**config.mk**
```make
export PLATFORM = sky130hd
export DESIGN_NAME = time_set_editor
export DESIGN_NICKNAME = d
export VERILOG_FILES = /design/src/rtl/time_set_editor_pkg.sv /design/src/rtl/time_set_editor_button_conditioner.sv /design/src/rtl/time_set_editor.sv
export SDC_FILE = /design/constraint.sdc
export NUM_CORES = 1
export LEC_CHECK = 0
export CORE_MARGIN = 5
export CORE_UTILIZATION = 49
export CTS_BUF_LIST = sky130_fd_sc_hd__clkbuf_4
export DETAILED_ROUTE_END_ITERATION = 8
export GPL_ROUTABILITY_DRIVEN = 0
export PLACE_DENSITY_LB_ADDON = 0.25
export SLEW_MARGIN = 10
export SYNTH_ARGS = -nofsm -noshare
export SYNTH_HDL_FRONTEND = slang
export SYNTH_HIERARCHICAL = 1
export SYNTH_SLANG_ARGS = --single-unit
export TNS_END_PERCENT = 50
```
**constraint.sdc**
```tcl
create_clock -name clk -period 6 [get_ports clk]
set_clock_uncertainty 0.1 [all_clocks]
set_input_delay 1.2 -clock clk [delete_from_list [all_inputs] [get_ports clk]]
set_output_delay 1.2 -clock clk [all_outputs]
set_load 0.1 [all_outputs]
```
**src/rtl/time_set_editor_pkg.sv**
```systemverilog
// Shared types and constants for the time-set editor: FSM states, digit positions
// and per-digit limits of the BCD HHMMSS edit buffer.
package time_set_pkg;

  typedef enum logic [1:0] {
    IDLE   = 2'd0,
    EDIT   = 2'd1,
    COMMIT = 2'd2
  } state_t;

  localparam logic [2:0] HR_T  = 3'd5;
  localparam logic [2:0] HR_U  = 3'd4;
  localparam logic [2:0] MIN_T = 3'd3;
  localparam logic [2:0] MIN_U = 3'd2;
  localparam logic [2:0] SEC_T = 3'd1;
  localparam logic [2:0] SEC_U = 3'd0;

  localparam logic [3:0] HR_T_MAX       = 4'd2;
  localparam logic [3:0] HR_U_MAX       = 4'd9;
  localparam logic [3:0] MIN_T_MAX      = 4'd5;
  localparam logic [3:0] MIN_U_MAX      = 4'd9;
  localparam logic [3:0] SEC_T_MAX      = 4'd5;
  localparam logic [3:0] SEC_U_MAX      = 4'd9;
  localparam logic [3:0] HR_U_MAX_AT_20 = 4'd3;

  localparam logic [4:0] CURSOR_NONE = 5'd31;

  // Upper bound of the digit at pos; hour units depends on the current hour tens.
  function automatic logic [3:0] digit_max(input logic [2:0] pos, input logic [3:0] hr_tens);
    logic [3:0] lim;
    case (pos)
      HR_T:    lim = HR_T_MAX;
      HR_U:    lim = (hr_tens == 4'd2) ? HR_U_MAX_AT_20 : HR_U_MAX;
      MIN_T:   lim = MIN_T_MAX;
      MIN_U:   lim = MIN_U_MAX;
      SEC_T:   lim = SEC_T_MAX;
      SEC_U:   lim = SEC_U_MAX;
      default: lim = 4'd9;
    endcase
    return lim;
  endfunction

endpackage

```
**src/rtl/time_set_editor_button_conditioner.sv**
```systemverilog
// Raw button to single action pulse: 2-flop synchroniser, optional debounce
// (TIME_SET_DEBOUNCE_EN), and a registered rising-edge detector.
module button_conditioner #(
  parameter logic [19:0] DEBOUNCE_CYCLES = 20'd1000000
) (
  input  logic clk,
  input  logic reset,
  input  logic btn_raw,
  output logic pulse
);

  logic sync1_q, sync2_q, prev_q, pulse_q;
  logic pulse_d;
  logic level_s;

`ifdef TIME_SET_DEBOUNCE_EN
  logic        deb_q, deb_d;
  logic [19:0] cnt_q, cnt_d;

  // Debounced level follows the synchronised input only after it has differed
  // for DEBOUNCE_CYCLES consecutive cycles.
  always_comb begin
    deb_d = deb_q;
    cnt_d = 20'd0;
    if (sync2_q != deb_q) begin
      if (cnt_q >= (DEBOUNCE_CYCLES - 20'd1)) begin
        deb_d = sync2_q;
        cnt_d = 20'd0;
      end else begin
        cnt_d = cnt_q + 20'd1;
      end
    end else begin
      cnt_d = 20'd0;
    end
  end

  always_ff @(posedge clk or posedge reset) begin
    if (reset) begin
      deb_q <= 1'b0;
      cnt_q <= 20'd0;
    end else begin
      deb_q <= deb_d;
      cnt_q <= cnt_d;
    end
  end

  assign level_s = deb_q;
`else
  assign level_s = sync2_q;
`endif

  always_comb begin
    pulse_d = level_s & ~prev_q;
  end

  always_ff @(posedge clk or posedge reset) begin
    if (reset) begin
      sync1_q <= 1'b0;
      sync2_q <= 1'b0;
      prev_q  <= 1'b0;
      pulse_q <= 1'b0;
    end else begin
      sync1_q <= btn_raw;
      sync2_q <= sync1_q;
      prev_q  <= level_s;
      pulse_q <= pulse_d;
    end
  end

  assign pulse = pulse_q;

endmodule

```
**src/rtl/time_set_editor.sv**
```systemverilog
// BCD time-setting editor: buttons move a cursor and edit digits, enter commits.
// Optional input debounce is enabled with the TIME_SET_DEBOUNCE_EN macro.
module time_set_editor
  import time_set_pkg::*;
#(
  parameter logic [19:0] DEBOUNCE_CYCLES = 20'd1000000,
  parameter logic [3:0]  BLANK_CODE      = 4'hA
) (
  input  logic        clk,
  input  logic        reset,
  input  logic        btn_enter,
  input  logic        btn_up,
  input  logic        btn_down,
  input  logic        btn_left,
  input  logic        btn_right,
  input  logic [23:0] time_in,
  output logic [31:0] disp_string,
  output logic [4:0]  cursor,
  output logic        editing,
  output logic        time_load,
  output logic [23:0] time_out
);

  logic p_enter, p_up, p_down, p_left, p_right;

  button_conditioner #(.DEBOUNCE_CYCLES(DEBOUNCE_CYCLES)) u_enter (
    .clk(clk), .reset(reset), .btn_raw(btn_enter), .pulse(p_enter));
  button_conditioner #(.DEBOUNCE_CYCLES(DEBOUNCE_CYCLES)) u_up (
    .clk(clk), .reset(reset), .btn_raw(btn_up), .pulse(p_up));
  button_conditioner #(.DEBOUNCE_CYCLES(DEBOUNCE_CYCLES)) u_down (
    .clk(clk), .reset(reset), .btn_raw(btn_down), .pulse(p_down));
  button_conditioner #(.DEBOUNCE_CYCLES(DEBOUNCE_CYCLES)) u_left (
    .clk(clk), .reset(reset), .btn_raw(btn_left), .pulse(p_left));
  button_conditioner #(.DEBOUNCE_CYCLES(DEBOUNCE_CYCLES)) u_right (
    .clk(clk), .reset(reset), .btn_raw(btn_right), .pulse(p_right));

  state_t      state_q, state_d;
  logic [23:0] buf_q, buf_d;
  logic [4:0]  cursor_q, cursor_d;
  logic        editing_q, editing_d;
  logic        load_q, load_d;
  logic [23:0] out_q, out_d;

  logic        act_enter, act_up, act_down, act_left, act_right;
  logic [2:0]  pos_s;
  logic [3:0]  digit_s, lim_s, new_digit_s;

  // One action per cycle: enter > up > down > left > right.
  always_comb begin
    act_enter = p_enter;
    act_up    = p_up    & ~p_enter;
    act_down  = p_down  & ~p_enter & ~p_up;
    act_left  = p_left  & ~p_enter & ~p_up & ~p_down;
    act_right = p_right & ~p_enter & ~p_up & ~p_down & ~p_left;
  end

  // Next-state, edit buffer and output register inputs.
  always_comb begin
    state_d     = state_q;
    buf_d       = buf_q;
    cursor_d    = cursor_q;
    out_d       = out_q;
    pos_s       = cursor_q[2:0];
    digit_s     = buf_q[{pos_s, 2'b00} +: 4];
    lim_s       = digit_max(pos_s, buf_q[23:20]);
    new_digit_s = digit_s;

    case (state_q)
      IDLE: begin
        buf_d    = time_in;
        cursor_d = CURSOR_NONE;
        if (act_enter) begin
          state_d  = EDIT;
          cursor_d = {2'b00, HR_T};
        end else begin
          state_d = IDLE;
        end
      end
      EDIT: begin
        if (act_enter) begin
          state_d = COMMIT;
        end else if (act_up || act_down) begin
          // Out-of-range digits wrap to 0 on up and snap to the limit on down.
          if (act_up) begin
            new_digit_s = (digit_s >= lim_s) ? 4'd0 : digit_s + 4'd1;
          end else begin
            new_digit_s = ((digit_s == 4'd0) || (digit_s > lim_s)) ? lim_s : digit_s - 4'd1;
          end
          buf_d[{pos_s, 2'b00} +: 4] = new_digit_s;
          if ((pos_s == HR_T) && (new_digit_s == 4'd2) && (buf_q[19:16] > HR_U_MAX_AT_20)) begin
            buf_d[19:16] = HR_U_MAX_AT_20;
          end else begin
            buf_d[19:16] = buf_d[19:16];
          end
        end else if (act_left) begin
          cursor_d = (cursor_q == 5'd5) ? 5'd0 : cursor_q + 5'd1;
        end else if (act_right) begin
          cursor_d = (cursor_q == 5'd0) ? 5'd5 : cursor_q - 5'd1;
        end else begin
          state_d = EDIT;
        end
      end
      COMMIT: begin
        state_d  = IDLE;
        cursor_d = CURSOR_NONE;
      end
      default: begin
        state_d  = IDLE;
        cursor_d = CURSOR_NONE;
      end
    endcase

    editing_d = (state_d == EDIT);
    load_d    = (state_d == COMMIT);
    if (load_d) begin
      out_d = buf_q;
    end else begin
      out_d = out_q;
    end
  end

  // State and output registers.
  always_ff @(posedge clk or posedge reset) begin
    if (reset) begin
      state_q   <= IDLE;
      buf_q     <= 24'h000000;
      cursor_q  <= CURSOR_NONE;
      editing_q <= 1'b0;
      load_q    <= 1'b0;
      out_q     <= 24'h000000;
    end else begin
      state_q   <= state_d;
      buf_q     <= buf_d;
      cursor_q  <= cursor_d;
      editing_q <= editing_d;
      load_q    <= load_d;
      out_q     <= out_d;
    end
  end

  assign disp_string = {BLANK_CODE, BLANK_CODE, buf_q};
  assign cursor      = cursor_q;
  assign editing     = editing_q;
  assign time_load   = load_q;
  assign time_out    = out_q;

endmodule

```
==> metrics <==
Residual DRC=0; layout cell share with drive strength beyond 1=0.126; CTS tree=built; largest net degree at the start of global routing=46; GRT overflow=0; Die W=103 um; FF-to-FF setup slack=between 1500 and 2000 ps; DRT Wirelength=between 10 and 15 mm; nets=approximately 550; Clk Latency, worst-skew pair=~440 ps; reg-to-reg startpoint=cursor[1]; Fmax=roughly 220 MHz; Post-synth EDFFs=0; CP endpoint kind=flip-flop; HPWL after DPL=~8.2 mm; Antenna Nets Post-Route=0; H-tree depth=3; Min Clock Period, post-route=approximately 4500 ps; Hold Crit Endpoint=u_right/level_s; Synth Instances=424; P&R area growth vs syn=22.9%; CTS buffer count=9; outcome=finished, final reports clean; io pins=94; critical path class=flip-flop to flip-flop; Critical Path Source Type=flip-flop; Filler Cells Inserted=740; Slew Viols, Final=0; routed vias=approximately 3600; die height=103 um; Slew headroom=0.325; ys async rst share=1.00; DRT iter0 DRCs=300; Final setup viols=0; routed vias/inst=5.81; clk slew on worst S/H paths=~160 ps; Resized Gates After CTS=0; Setup crit start=cursor[1]; row count=34; Post-Syn Area per Cell=about 10 um2; initial antenna violation count=0; All-Layer GR Usage=0.211; sequential area share after synthesis=0.456; DRT Pass-1 Iters=5; initial core utilization=0.493; CTS root buf=clkbuf_4; CP Max Fanout=19; Tcrit/Tclk final=0.744; HP Start=u_right/sync1_q; vias in the first global route=3377; Yosys cell types=69; Post-CTS Setup Bufs=0; worst r2r dst=buf_q[23]; first-pass GRT wire length=~17 mm; number of synthesis warnings=6; clock tree buffer depth=2; Hold Buf Count CTS=0; core area=between 0.008 and 0.009 mm2; full die area=around 0.011 mm2; PortBufs=85; Post-Syn Area=between 0.004 and 0.005 mm2; Worst-Margin Slew=~1000 ps; Min-Delay Path Class=flip-flop to flip-flop; setup_tns=0 ps; number of synthesized register bits=a little under 80; n_diodes=0; Cells on Worst Hold Path=0; R2R depth=13; max_cap viols=0; CP arrival=4690 ps; CTS Sinks=77; RSZ-0062 raised after global routing=no; Final Hold Vio Count=0; DR WL/cell=between 15 and 20 um; most common flop cell mapped by yosys=dfrtp_1; Worst Path Required=roughly 6200 ps
-- metal layers --
layer	share of wire	GRT usage
met3	0.064	0.0460
met4	0.015	0.0458
met5	0	0
met1	0.44	0.299
met2	0.48	0.333
-- how the worst max path moves through the flow --
stage	slack, ps	end	cells after the start
floorplan	1770	buf_q[23]	15
global placement	1690	buf_q[18]	13
detailed placement	1600	buf_q[18]	13
CTS	1580	buf_q[18]	13
global route	1350	buf_q[18]	13
finish	1530	buf_q[23]	13
-- cells in the mapped netlist, drive strengths merged (5+ instances only) --
library cell / count / share of area
nand2: 44 / 0.039
mux2i: 10 / 0.024
dfrtp: 72 / 0.43
ha: 15 / 0.044
nor2: 34 / 0.031
a21oi: 24 / 0.028
nand3: 8 / 0.0095
nor2b: 7 / 0.019
a21o: 5 / 0.0089
inv: 22 / 0.019
dfstp: 5 / 0.031
nand2b: 7 / 0.010
mux2: 23 / 0.061
clkbuf: 10 / 0.0089
buf: 16 / 0.030
o21ai: 42 / 0.050
a2bb2oi: 7 / 0.014
-- cell type report --
class,count,area (um2),share of cell area
flip-flops and latches,77,1930,0.371
clock buffers,11,82.6,0.0159
clock inverters,5,36.3,0.00697
repair buffers,86,858,0.165
well taps,108,135,0.0260
inverters,22,82.6,0.0159
multi-input cells,305,2080,0.399
-- cells by family after synthesis --
kind of cell	synth area share
and+or+nand+nor	0.161
AOI/OAI and AO/OA	0.189
DFF	0.456
buffers and inverters	0.0588
muxes	0.0848
adders and majority gates	0.0443
other	0.00177
xor gates and xnor gates	0.00414
-- metrics by stage --
step                worst slack [ps]  std cells   util  hold slack (ps)  cell area, um2
global route                    1350        614  0.606              270            5200
detailed placement              1600        598  0.592              239            5090
finish                          1530        614  0.606              264            5200
floorplan                       1770        430      -              231            4260
global placement                1690        598  0.592              233            5090
CTS                             1580        614  0.606              261            5200
-- registers in the layout (all words and copies together) (netlist names), 2 cells and up --
register  count
buf_q        24
time_out     24
cursor        5
state_q       2
-- layout by cell type (no fill, tap or decap), types with 3 or more instances in the layout --
master / instances
conb_1: 8
nor4b_1: 3
nor3_1: 3
ha_1: 15
a221oi_2: 3
dfstp_2: 5
inv_1: 21
a21o_1: 5
a2bb2oi_1: 7
nand2_1: 44
clkbuf_4: 11
a21oi_1: 24
mux2i_1: 10
or4_1: 3
nand2b_1: 7
or3_1: 3
o21ai_0: 33
dfrtp_1: 72
o22a_1: 3
clkdlybuf4s50_1: 85
clkinvlp_4: 3
nand3_1: 8
a211oi_1: 3
nor2_1: 33
nand4_1: 3
mux2_2: 23
o21ai_1: 9
nor2b_4: 5
-- worst max-delay path, cell delays in order (launching register included) --
cell,delay [ps]
dfstp_2,840
inv_1,190
ha_1,310
nor2_1,120
a2bb2oi_1,320
ha_1,340
a211oi_1,260
nand2_1,130
and2_1,210
a21oi_1,310
nor3_1,160
a311oi_4,620
o21ai_1,150
mux2_2,280
Power is not shown: default switching activity piles up to over one toggle a cycle in this logic, so the estimate is an artifact.
